File: src/rtl/sync_fifo_ctrl.sv
// Single-clock FIFO controller for a simple dual-port RAM of FIFO_DEPTH words.
// Owns the read/write pointers, occupancy, status flags, error strobes and the
// read-valid strobe that lines up with the RAM's registered read data.
module sync_fifo_ctrl #(
    parameter int DATA_WIDTH      = 8,
    parameter int FIFO_DEPTH      = 16,
    parameter int ALMOST_FULL_TH  = 14,
    parameter int ALMOST_EMPTY_TH = 2,
    localparam int ADDR_W         = $clog2(FIFO_DEPTH)
) (
    input  logic                  sys_clk_i,
    input  logic                  sys_rst_n_i,
    input  logic                  clr_i,
    input  logic                  wr_en_i,
    input  logic [DATA_WIDTH-1:0] wr_data_i,
    input  logic                  rd_en_i,
    output logic                  full_o,
    output logic                  almost_full_o,
    output logic                  empty_o,
    output logic                  almost_empty_o,
    output logic [ADDR_W:0]       data_count_o,
    output logic                  rd_valid_o,
    output logic                  overflow_o,
    output logic                  underflow_o,
    output logic                  ram_wr_en_o,
    output logic [ADDR_W-1:0]     ram_wr_addr_o,
    output logic [DATA_WIDTH-1:0] ram_wr_data_o,
    output logic [ADDR_W-1:0]     ram_rd_addr_o,
    output logic [ADDR_W-1:0]     ram_rd_pre_addr_o
);

    localparam int CNT_W = ADDR_W + 1;
    localparam logic [CNT_W-1:0] DEPTH_C = CNT_W'(FIFO_DEPTH);
    localparam logic [CNT_W-1:0] AF_TH_C = CNT_W'(ALMOST_FULL_TH);
    localparam logic [CNT_W-1:0] AE_TH_C = CNT_W'(ALMOST_EMPTY_TH);

    // Pointers carry one extra wrap bit so that their difference spans 0..FIFO_DEPTH.
    logic [CNT_W-1:0] wr_ptr_q, wr_ptr_d;
    logic [CNT_W-1:0] rd_ptr_q, rd_ptr_d;
    logic [CNT_W-1:0] count, count_d;

    logic full_q, full_d;
    logic almost_full_q, almost_full_d;
    logic empty_q, empty_d;
    logic almost_empty_q, almost_empty_d;
    logic rd_valid_q, rd_valid_d;
    logic overflow_q, overflow_d;
    logic underflow_q, underflow_d;

    logic wr_acc;
    logic rd_acc;

    // Acceptance looks only at registered flags: a same-cycle read never makes
    // room for a write, and a same-cycle write never makes data readable.
    assign wr_acc = wr_en_i & ~full_q  & ~clr_i;
    assign rd_acc = rd_en_i & ~empty_q & ~clr_i;

    // Occupancy is the modular pointer distance; the wrap bit resolves full vs empty.
    assign count = wr_ptr_q - rd_ptr_q;

    assign ram_wr_en_o       = wr_acc;
    assign ram_wr_addr_o     = wr_ptr_q[ADDR_W-1:0];
    assign ram_wr_data_o     = wr_data_i;
    assign ram_rd_addr_o     = rd_ptr_q[ADDR_W-1:0];
    assign ram_rd_pre_addr_o = rd_ptr_q[ADDR_W-1:0] + ADDR_W'(1);

    assign full_o         = full_q;
    assign almost_full_o  = almost_full_q;
    assign empty_o        = empty_q;
    assign almost_empty_o = almost_empty_q;
    assign data_count_o   = count;
    assign rd_valid_o     = rd_valid_q;
    assign overflow_o     = overflow_q;
    assign underflow_o    = underflow_q;

    // Next-state: pointer advance, flush, and flags derived from the next occupancy.
    always_comb begin
        // NOTE: every signal gets a default first so no path leaves it unassigned (no latch).
        wr_ptr_d = wr_ptr_q;
        rd_ptr_d = rd_ptr_q;
        count_d  = count;

        if (clr_i) begin
            wr_ptr_d = '0;
            rd_ptr_d = '0;
            count_d  = '0;
        end else begin
            if (wr_acc) wr_ptr_d = wr_ptr_q + CNT_W'(1);
            if (rd_acc) rd_ptr_d = rd_ptr_q + CNT_W'(1);
            count_d = count + CNT_W'(wr_acc) - CNT_W'(rd_acc);
        end

        // With count_d forced to zero on a flush these reduce to the reset values.
        full_d         = (count_d == DEPTH_C);
        empty_d        = (count_d == '0);
        almost_full_d  = (count_d >= AF_TH_C);
        almost_empty_d = (count_d <= AE_TH_C);

        rd_valid_d  = rd_acc;
        overflow_d  = wr_en_i & full_q  & ~clr_i;
        underflow_d = rd_en_i & empty_q & ~clr_i;
    end

    // State registers with asynchronous reset to the empty FIFO.
    always_ff @(posedge sys_clk_i or negedge sys_rst_n_i) begin
        if (!sys_rst_n_i) begin
            wr_ptr_q       <= '0;
            rd_ptr_q       <= '0;
            full_q         <= 1'b0;
            almost_full_q  <= 1'b0;
            empty_q        <= 1'b1;
            almost_empty_q <= 1'b1;
            rd_valid_q     <= 1'b0;
            overflow_q     <= 1'b0;
            underflow_q    <= 1'b0;
        end else begin
            // NOTE: non-blocking assignments so every register samples pre-edge values.
            wr_ptr_q       <= wr_ptr_d;
            rd_ptr_q       <= rd_ptr_d;
            full_q         <= full_d;
            almost_full_q  <= almost_full_d;
            empty_q        <= empty_d;
            almost_empty_q <= almost_empty_d;
            rd_valid_q     <= rd_valid_d;
            overflow_q     <= overflow_d;
            underflow_q    <= underflow_d;
        end
    end

endmodule

File: config.mk
export PLATFORM = sky130hd
export DESIGN_NAME = sync_fifo_ctrl
export DESIGN_NICKNAME = d
export VERILOG_FILES = /design/src/rtl/sync_fifo_ctrl.sv
export SDC_FILE = /design/constraint.sdc
export NUM_CORES = 1
export LEC_CHECK = 0
export BUFFER_PORTS_ARGS = -buffer_cell sky130_fd_sc_hd__buf_2
export CORE_MARGIN = 3
export CORE_UTILIZATION = 49
export DETAILED_ROUTE_END_ITERATION = 10
export HOLD_SLACK_MARGIN = 0.12
export PLACE_DENSITY = 0.89
export SYNTH_ARGS = -nofsm -noshare
export SYNTH_HDL_FRONTEND = slang
export SYNTH_SLANG_ARGS = --single-unit
File: constraint.sdc
create_clock -name sys_clk_i -period 3.45 [get_ports sys_clk_i]
set_clock_uncertainty 0.1 [all_clocks]
set_input_delay 0.1725 -clock sys_clk_i [delete_from_list [all_inputs] [get_ports sys_clk_i]]
set_output_delay 0.1725 -clock sys_clk_i [all_outputs]
set_load 0.03 [all_outputs]
; Word level (Yosys, flattened, before mapping)
; Index checks and enable logic that the tools add are counted.
[word_totals]
ff_bits = 17
in_bits = 13
word_cells = 37
[op_classes]
n_addsub = 6
magnitude_cmp = 2
eq_ne = 1
muxes = 5
n_bitwise = 11
n_reduce_logical = 3
[op_table]
columns = operator, count
row1 = $mux 5, 5
row2 = $add 5x1->5 const B, 2
row3 = $and 1x1->1, 8
row4 = $add 5x1->5, 1
row5 = $eq 5x5->1 const B, 1
row6 = $ge 5x4->1 const B, 1
row7 = $le 5x2->1 const B, 1
row8 = $logic_not 5->1, 1
row9 = $sub 5x1->5, 1
row10 = $sub 5x5->5, 1
row11 = $add 4x1->4 const B, 1
row12 = $reduce_bool 2->1, 2
row13 = $not 1->1, 3

; Logic depth before layout (Yosys ltp)
; Gate-level depths: netlist of run 1.
[depth]
depth_word = 7
depth_mapped = 12
ltp_nobuf = 11

; Worst setup path before layout of run 1
; OpenSTA, ideal clock, no wires.
[synth_timing]
path_type = register to register
from = register wr_ptr_q[0]
to = register full_q, in the netlist full_o
arrival_time_ns = 3.142
required_time_ns = 3.229
path_slack_ns = 0.086
stages_incl_launch_ff = 11
synth_period_minus_slack_ns = 3.364
path_cell_list = dfrtp_1 > inv_1 > ha_1 > inv_1 > fa_1 > inv_1 > fa_1 > or3_2 > mux2i_1 > xnor2_1 > and4bb_2
[synth_via]
elab_chain_cells = 5
[synth_lines]
columns = element, line_no
row1 = start: declaration, 38  ; logic [CNT_W-1:0] wr_ptr_q, wr_ptr_d;
row2 = start signal: assignment, 118  ; wr_ptr_q <= wr_ptr_d;
row3 = $sub 5x5->5, 59  ; assign count = wr_ptr_q - rd_ptr_q;
row4 = via data_count_o[1], 21  ; output logic [ADDR_W:0] data_count_o,
row5 = $add 5x1->5, 90  ; count_d = count + CNT_W'(wr_acc) - CNT_W'(rd_acc);
row6 = $sub 5x1->5, 90
row7 = $mux 5, 83  ; if (clr_i) begin
row8 = $eq 5x5->1, 94  ; full_d = (count_d == DEPTH_C);
row9 = via full_d, 42  ; logic full_q, full_d;
row10 = end signal: assignment, 120  ; full_q <= full_d;
row11 = end: declaration, 42
; The timed path passes the listed nets, and every way through them passes these cells.
; A chain may end at the register's enable or synchronous reset.

; Final worst setup path of run 1
[layout_timing]
from = register wr_ptr_q[0]
to = register full_q, in the netlist full_o
[layout_via]
elab_chain_cells = 5
[layout_lines]
columns = element, line_no
row1 = $sub 5x5->5, 59
row2 = $add 5x1->5, 90
row3 = $sub 5x1->5, 90
row4 = $mux 5, 83
row5 = $eq 5x5->1, 94
row6 = via full_d, 42
; The timed path passes the listed nets, and every way through them passes these cells.

==> results.sh, run 1 <==
export IMPL_htree_num_levels=1
export IMPL_crit_fanout=6
export IMPL_final_cells=178
export IMPL_drv_slew=0
export IMPL_die_height_um=56.4
export IMPL_drtIter0Drc=32
export IMPL_diodes=0
export IMPL_synth_yosys_seq_area_share_pct=34.4
export IMPL_wl_per_cell_um=14.2
export IMPL_p_leak_nw=0.712
export IMPL_use_met3_pct=2.99
export IMPL_r2r_slack_ps=210
export IMPL_reg2regPathDepth=10
export IMPL_gp_congestion=0.781
export IMPL_grt_start_max_net_pins=19
export IMPL_worstMarginPinSlew_ps=635
export IMPL_synth_cell_type_count=32
export IMPL_arrival_ps=3330
export IMPL_holdPathEnd="rd_ptr_q[3]"
export IMPL_vias=937
export IMPL_cts_buffers=3
export IMPL_avgSynthCellArea_um2=9.49
export IMPL_setup_viol=0
export IMPL_finish_net_count=175
export IMPL_cp_start_kind="register"
export IMPL_synth_cells=131
export IMPL_grt_first_pass_wirelength_um=4500
export IMPL_grt_setup_unrepaired="false"
export IMPL_met1_usage_pct=20.3
export IMPL_final_hold_viol_count=0
export IMPL_critPathRequiredTime_ps=3540
export IMPL_routed_wl_um=2530
export IMPL_fmax_mhz=309
export IMPL_io_buffers=29
export IMPL_n_fill_cell=194
export IMPL_path_clk_slew_ps=110
export IMPL_placed_cell_area_mm2=0.00131
export IMPL_worstReg2RegStart="wr_ptr_q[0]"
export IMPL_ys_ff_latch=17
export IMPL_dp_cells=171
export IMPL_p_total_mw=0.967
export IMPL_hold_path_depth=2
export IMPL_end_kind="register"
export IMPL_design_area_mm2=0.00137
export IMPL_hpwl_um=1950
export IMPL_setup_tns_ps=0
export IMPL_grt_pass1_vias=1013
export IMPL_syn_to_final_growth_pct=10.1
export IMPL_dr_pass1_iters=4
export IMPL_antenna_found_initial=0
export IMPL_slew_headroom_pct=57.5
export IMPL_detail_route_antenna_nets=0
export IMPL_clk_latency_ps=290
export IMPL_path_class="reg2reg"
export IMPL_design_core_area_mm2=0.00232
export IMPL_timing_final_crit_share_pct=93.8
export IMPL_die_x_um=56.4
export IMPL_drv_cap=0
export IMPL_grt_usage_pct=17.7
export IMPL_grt_busiest_layer="met2"
export IMPL_p_per_area_mw_per_mm2=707
export IMPL_layout_cells_most_common="buf_2"
export IMPL_post_cts_buffers=0
export IMPL_yosysWarnings=0
export IMPL_viasPerCell=5.26
export IMPL_outcome="finished clean"
export IMPL_ctsLongestPathBuffers=2
export IMPL_hp_start="clr_i"
export IMPL_die_area_mm2=0.00318
export IMPL_floorplan_initialDensity_pct=53.6
export IMPL_peakVddDrop_mv=0.576
export IMPL_drive_above_1_share_pct=31.3
export IMPL_hp_class="in2reg"
export IMPL_cts_root_buffer="clkbuf_4"
export IMPL_mappedNetlistNets=155
export IMPL_period_needed_ps=3240
export IMPL_overflow=0
export IMPL_io_pins=46
export IMPL_grtUsageMet2_pct=32.7
export IMPL_final_cell_mix="29 x buf_2, 15 x nor2_1, 15 x dfrtp_1"
export IMPL_row_count=17
export IMPL_cts_sinks=17
export IMPL_cts_tree="yes"
export IMPL_synth_area_mm2=0.00124
export IMPL_worst_r2r_endpoint="full_o"
export IMPL_drc=0
export IMPL_post_cts_resized=0
final cells by class:
class                           count  area (um2)  area share [%]
Clock buffer                        3        22.5            1.65
Sequential cell                    17         428            31.3
Inverter                           12        45.0            3.29
Timing Repair Buffer               35         198            14.4
Clock inverter                      1        5.00           0.366
Tap cell                           28        35.0            2.56
Multi-Input combinational cell     82         636            46.4
cell usage after synthesis (all sizes together):
master | instances | area share (%)
xor3 | 1 | 1.9
nand2b | 2 | 1.0
nor2b | 3 | 1.5
xnor2 | 8 | 5.6
nand2 | 7 | 2.1
o21ai | 2 | 1.1
dfrtp | 15 | 30
inv | 12 | 3.6
buf | 16 | 9.7
nand3 | 3 | 1.2
mux2i | 3 | 2.4
a211oi | 1 | 0.60
clkbuf | 4 | 1.2
nor2 | 15 | 4.5
a21oi | 4 | 1.6
or3 | 1 | 0.60
nor3 | 1 | 0.40
dfstp | 2 | 4.2
and2 | 1 | 0.60
o32ai | 1 | 0.70
nand4 | 3 | 1.5
ha | 9 | 9.1
xor2 | 7 | 5.5
and4bb | 1 | 1.0
mux2 | 1 | 0.91
a31oi | 2 | 1.0
a21o | 1 | 0.70
or4b | 1 | 0.80
fa | 2 | 3.2
a31o | 2 | 1.4
per-layer routing:
| metal | vias up | wire length (um) |
|---|---|---|
| met5 | - | 0 |
| met4 | 0 | 44 |
| met3 | 8 | 121 |
| met2 | 30 | 1310 |
| met1 | 451 | 1050 |
| li1 | 448 | - |
flip-flops by register name, indices dropped and copies added, names as in the netlist:
| register | count |
|---|---|
| almost_empty_o | 1 |
| almost_full_o | 1 |
| underflow_o | 1 |
| overflow_o | 1 |
| rd_ptr_q | 5 |
| rd_valid_o | 1 |
| wr_ptr_q | 5 |
| full_o | 1 |
| empty_o | 1 |
worst max-delay path: stages, from the launching register on:
cell and delay [ps]:
dfrtp_1 440, inv_1 90, ha_1 190, inv_1 60, fa_1 510, inv_1 80, fa_1 520, or3_2 480
mux2i_1 170, xnor2_1 220, and4bb_2 280
kinds of logic after synthesis:
kind of cell             after synthesis  share of synthesized area [%]
AND/OR/NAND/NOR                       38                           15.3
buffers and inverters                 32                           14.5
flip-flops                            17                           34.4
XOR/XNOR                              16                           13.1
AO/OA/AOI/OAI                         13                           7.14
adder cells (fa/ha/maj)               11                           12.3
multiplexers                           4                           3.32
per-stage QoR:
step                      util [%]  hold slack [ps]  setup slack (ps)
after floorplan                  -             -223              86.3
after global placement        56.6             6.56               380
after detailed placement      56.6             12.4               247
after CTS                     59.0              151               236
after global routing          59.0              167              72.3
final                         59.0              153               215
worst max path at each step:
stage,startpoint,endpoint,slack [ps],cells after the start
2_1_floorplan,wr_ptr_q[0],full_o,90,10
3_3_place_gp,wr_ptr_q[0],full_o,380,10
3_5_place_dp,wr_ptr_q[0],full_o,250,10
4_1_cts,wr_ptr_q[0],full_o,240,10
5_1_grt,wr_ptr_q[0],full_o,70,10
6_report,wr_ptr_q[0],full_o,210,10
repair_timing:
item                                    in CTS  in global routing
endpoints found under the setup margin       0                  0
hold buffers                                 3                  0
hold endpoints to repair                    19                  0
where the power goes:
group          total, mW  switching, mW  internal, mW
registers          0.258         0.0231         0.235
clock network      0.107         0.0642        0.0430
logic              0.601          0.375         0.226
Note: power is estimated with default switching activity, not from simulation.
==> run 2, diff against run 1 <==
--- a/config.mk
+++ b/config.mk
@@ -5,11 +5,11 @@
 export SDC_FILE = /design/constraint.sdc
 export NUM_CORES = 1
 export LEC_CHECK = 0
+export ABC_AREA = 1
 export BUFFER_PORTS_ARGS = -buffer_cell sky130_fd_sc_hd__buf_2
 export CORE_MARGIN = 3
 export CORE_UTILIZATION = 49
 export DETAILED_ROUTE_END_ITERATION = 10
-export HOLD_SLACK_MARGIN = 0.12
 export PLACE_DENSITY = 0.89
 export SYNTH_ARGS = -nofsm -noshare
 export SYNTH_HDL_FRONTEND = slang
==> run 2 against run 1 <==
Net effect:
- clock-buffer cell count unchanged
- clock power about the same
- critical path depth rose by 7
- highest routed layer unchanged
==> results.sh, run 2 <==
export IMPL_holdPathEnd="rd_valid_o"
export IMPL_synth_cells=176
export IMPL_synth_edf_count=0
export IMPL_hp_start="clr_i"
export IMPL_diodes=0
export IMPL_design_core_area_mm2=0.00250
export IMPL_worstMarginPinSlew_ps=412
export IMPL_ctsLongestPathBuffers=2
export IMPL_die_area_mm2=0.00330
export IMPL_end_kind="register"
export IMPL_crit_fanout=6
export IMPL_detail_route_antenna_nets=0
export IMPL_drtIter0Drc=32
export IMPL_overflow=0
export IMPL_final_cell_mix="43 x nand2_1, 29 x buf_2, 21 x inv_1, 21 x nand3_1, 16 x nor2_1"
export IMPL_io_pins=46
export IMPL_routed_wl_um=2700
export IMPL_grt_setup_unrepaired="false"
export IMPL_cp_start_kind="primary input"
export IMPL_drv_slew=0
export IMPL_p_total_mw=1.03
export IMPL_gp_congestion=0.819
export IMPL_hp_class="in2reg"
export IMPL_slowest_delay_ps=520
export IMPL_clk_latency_ps=290
export IMPL_reg_top3="rd_ptr_q: 5 flops, wr_ptr_q: 5 flops"
export IMPL_grt_first_pass_wirelength_um=4570
export IMPL_final_hold_viol_count=0
export IMPL_cts_sinks=17
export IMPL_hold_ws_ps=104
export IMPL_setup_tns_ps=0
export IMPL_htree_num_levels=1
export IMPL_post_cts_buffers=0
export IMPL_yosysWarnings=0
export IMPL_worstReg2RegStart="wr_ptr_q[0]"
export IMPL_period_needed_ps=2790
export IMPL_p_leak_nw=0.834
export IMPL_cts_buffers=3
export IMPL_yosys_area_top_type="dfrtp_1"
export IMPL_avgSynthCellArea_um2=7.37
export IMPL_grt_usage_pct=17.6
export IMPL_utilization_pct=57.3
export IMPL_hold_path_depth=2
export IMPL_post_cts_resized=0
export IMPL_drv_cap=0
export IMPL_pre_cts_ws_ps=766
export IMPL_peakVddDrop_mv=0.371
export IMPL_netlist_top_cells_count="43 x nand2_1, 21 x inv_1, 21 x nand3_1"
export IMPL_setup_ws_ps=661
export IMPL_grt_start_max_net_pins=18
export IMPL_worst_r2r_endpoint="almost_full_o"
export IMPL_synth_ff_type="dfrtp_1"
export IMPL_vias=1153
export IMPL_wl_per_cell_um=11.9
export IMPL_dr_pass1_iters=4
export IMPL_die_x_um=57.4
export IMPL_path_clk_slew_ps=100
export IMPL_arrival_ps=2870
export IMPL_critPathRequiredTime_ps=3530
export IMPL_grt_pass1_vias=1110
export IMPL_syn_to_final_growth_pct=10.4
export IMPL_fmax_mhz=358
export IMPL_cp_num_cells=17
export IMPL_layout_cells_most_common="nand2_1"
export IMPL_path_class="in2reg"
export IMPL_drive_above_1_share_pct=20.8
export IMPL_cp_common_cell="inv_1"
export IMPL_slew_headroom_pct=72.5
export IMPL_ys_async_sr_fraction_pct=100
export IMPL_floorplan_initialDensity_pct=51.9
export IMPL_synth_area_top_cells="dfrtp_1 29%, nand2_1 12%, buf_4 9.3%"
export IMPL_yosysTopAreaCellShare_pct=29.0
export IMPL_mappedNetlistNets=200
export IMPL_antenna_found_initial=0
export IMPL_cp_cell_sequence="dlygate4sd3_1 > buf_2 > inv_1 > nor2_1 > inv_1 > nor2_1 > inv_1 > ha_1 > inv_1 > ha_1 > fa_1 > a21oi_1 > nand2_1 > nand2_1 > nand2_1 > nand3_1 > o21ai_1"
export IMPL_crit_slowest_cell="dlygate4sd3_1"
export IMPL_reg2regPathDepth=12
export IMPL_r2r_slack_ps=740
export IMPL_synth_area_mm2=0.00130
export IMPL_timing_final_crit_share_pct=80.9
export IMPL_outcome="finished clean"
export IMPL_synth_most_common_cell="nand2_1"
export IMPL_row_count=18
export IMPL_hpwl_um=2110
export IMPL_die_height_um=57.4
export IMPL_io_buffers=29
export IMPL_synth_cell_type_count=21
export IMPL_cts_root_buffer="clkbuf_4"
export IMPL_p_per_area_mw_per_mm2=717
export IMPL_viasPerCell=5.08
export IMPL_ys_ff_latch=17
export IMPL_finish_net_count=222
export IMPL_path_delay_family="buffers and inverters"
export IMPL_cts_tree="yes"
export IMPL_synth_yosys_seq_area_share_pct=33.0
export IMPL_setup_viol=0
export IMPL_worst_path_buf_inv=6
export IMPL_drc=0
[run 2: cell type report]
class	instances	area, um2
clock buffers	3	22.5
well taps	30	37.5
repair buffers	34	195
clock inverters	1	5.00
flip-flops and latches	17	428
inverters	21	78.8
multi-input cells	121	664
fillers	242	1070
[run 2: logic make-up after synthesis]
group                    Yosys count  share of synthesized area [%]
AND/OR/NAND/NOR                   87                           29.0
buffers and inverters             38                           15.7
AO/OA/AOI/OAI                     19                           7.82
flip-flops                        17                           33.0
adder cells (fa/ha/maj)           11                           11.8
XOR/XNOR                           4                           2.70
[run 2: what timing repair did]
item | 4_1_cts | 5_1_grt
hold buffers | 5 | 0
hold endpoints to repair | 19 | 0
endpoints found under the setup margin | 0 | 0
[run 2: power breakdown]
| part | internal, mW | switching [mW] |
|---|---|---|
| Sequential | 0.242 | 0.0238 |
| Clock | 0.0431 | 0.0629 |
| Combinational | 0.208 | 0.446 |
| Total | 0.493 | 0.532 |
[run 2: worst max path at each step]
| stage | from | to | slack, ps |
|---|---|---|---|
| global route | wr_en_i | almost_full_o | 420 |
| global placement | wr_ptr_q[0] | almost_full_o | 860 |
| CTS | wr_en_i | almost_full_o | 700 |
| floorplan | full_o | almost_full_o | 510 |
| finish | wr_en_i | almost_full_o | 660 |
| detailed placement | wr_ptr_q[0] | almost_full_o | 770 |
[run 2: per-stage QoR]
| step | area (um2) | instances |
|---|---|---|
| CTS | 1430 | 227 |
| floorplan | 1300 | 176 |
| finish | 1430 | 227 |
| global route | 1430 | 227 |
| global placement | 1350 | 218 |
| detailed placement | 1350 | 218 |
[run 2: worst register-to-register path, delay by kind of cell, from the launching register on]
family	cells	cell delay (ps)
adders and majority gates	3	1200
and+or+nand+nor	4	330
DFF	1	450
buffers and inverters	3	280
AOI/OAI and AO/OA	2	250
[run 2: layer usage]
metal / vias up / global-route usage (%) / share of wire [%]
met5: - / 0 / 0
li1: 591 / - / -
met1: 524 / 21.0 / 45
met3: 7 / 2.04 / 4.2
met2: 31 / 31.1 / 49
met4: 0 / 7.95 / 2.2
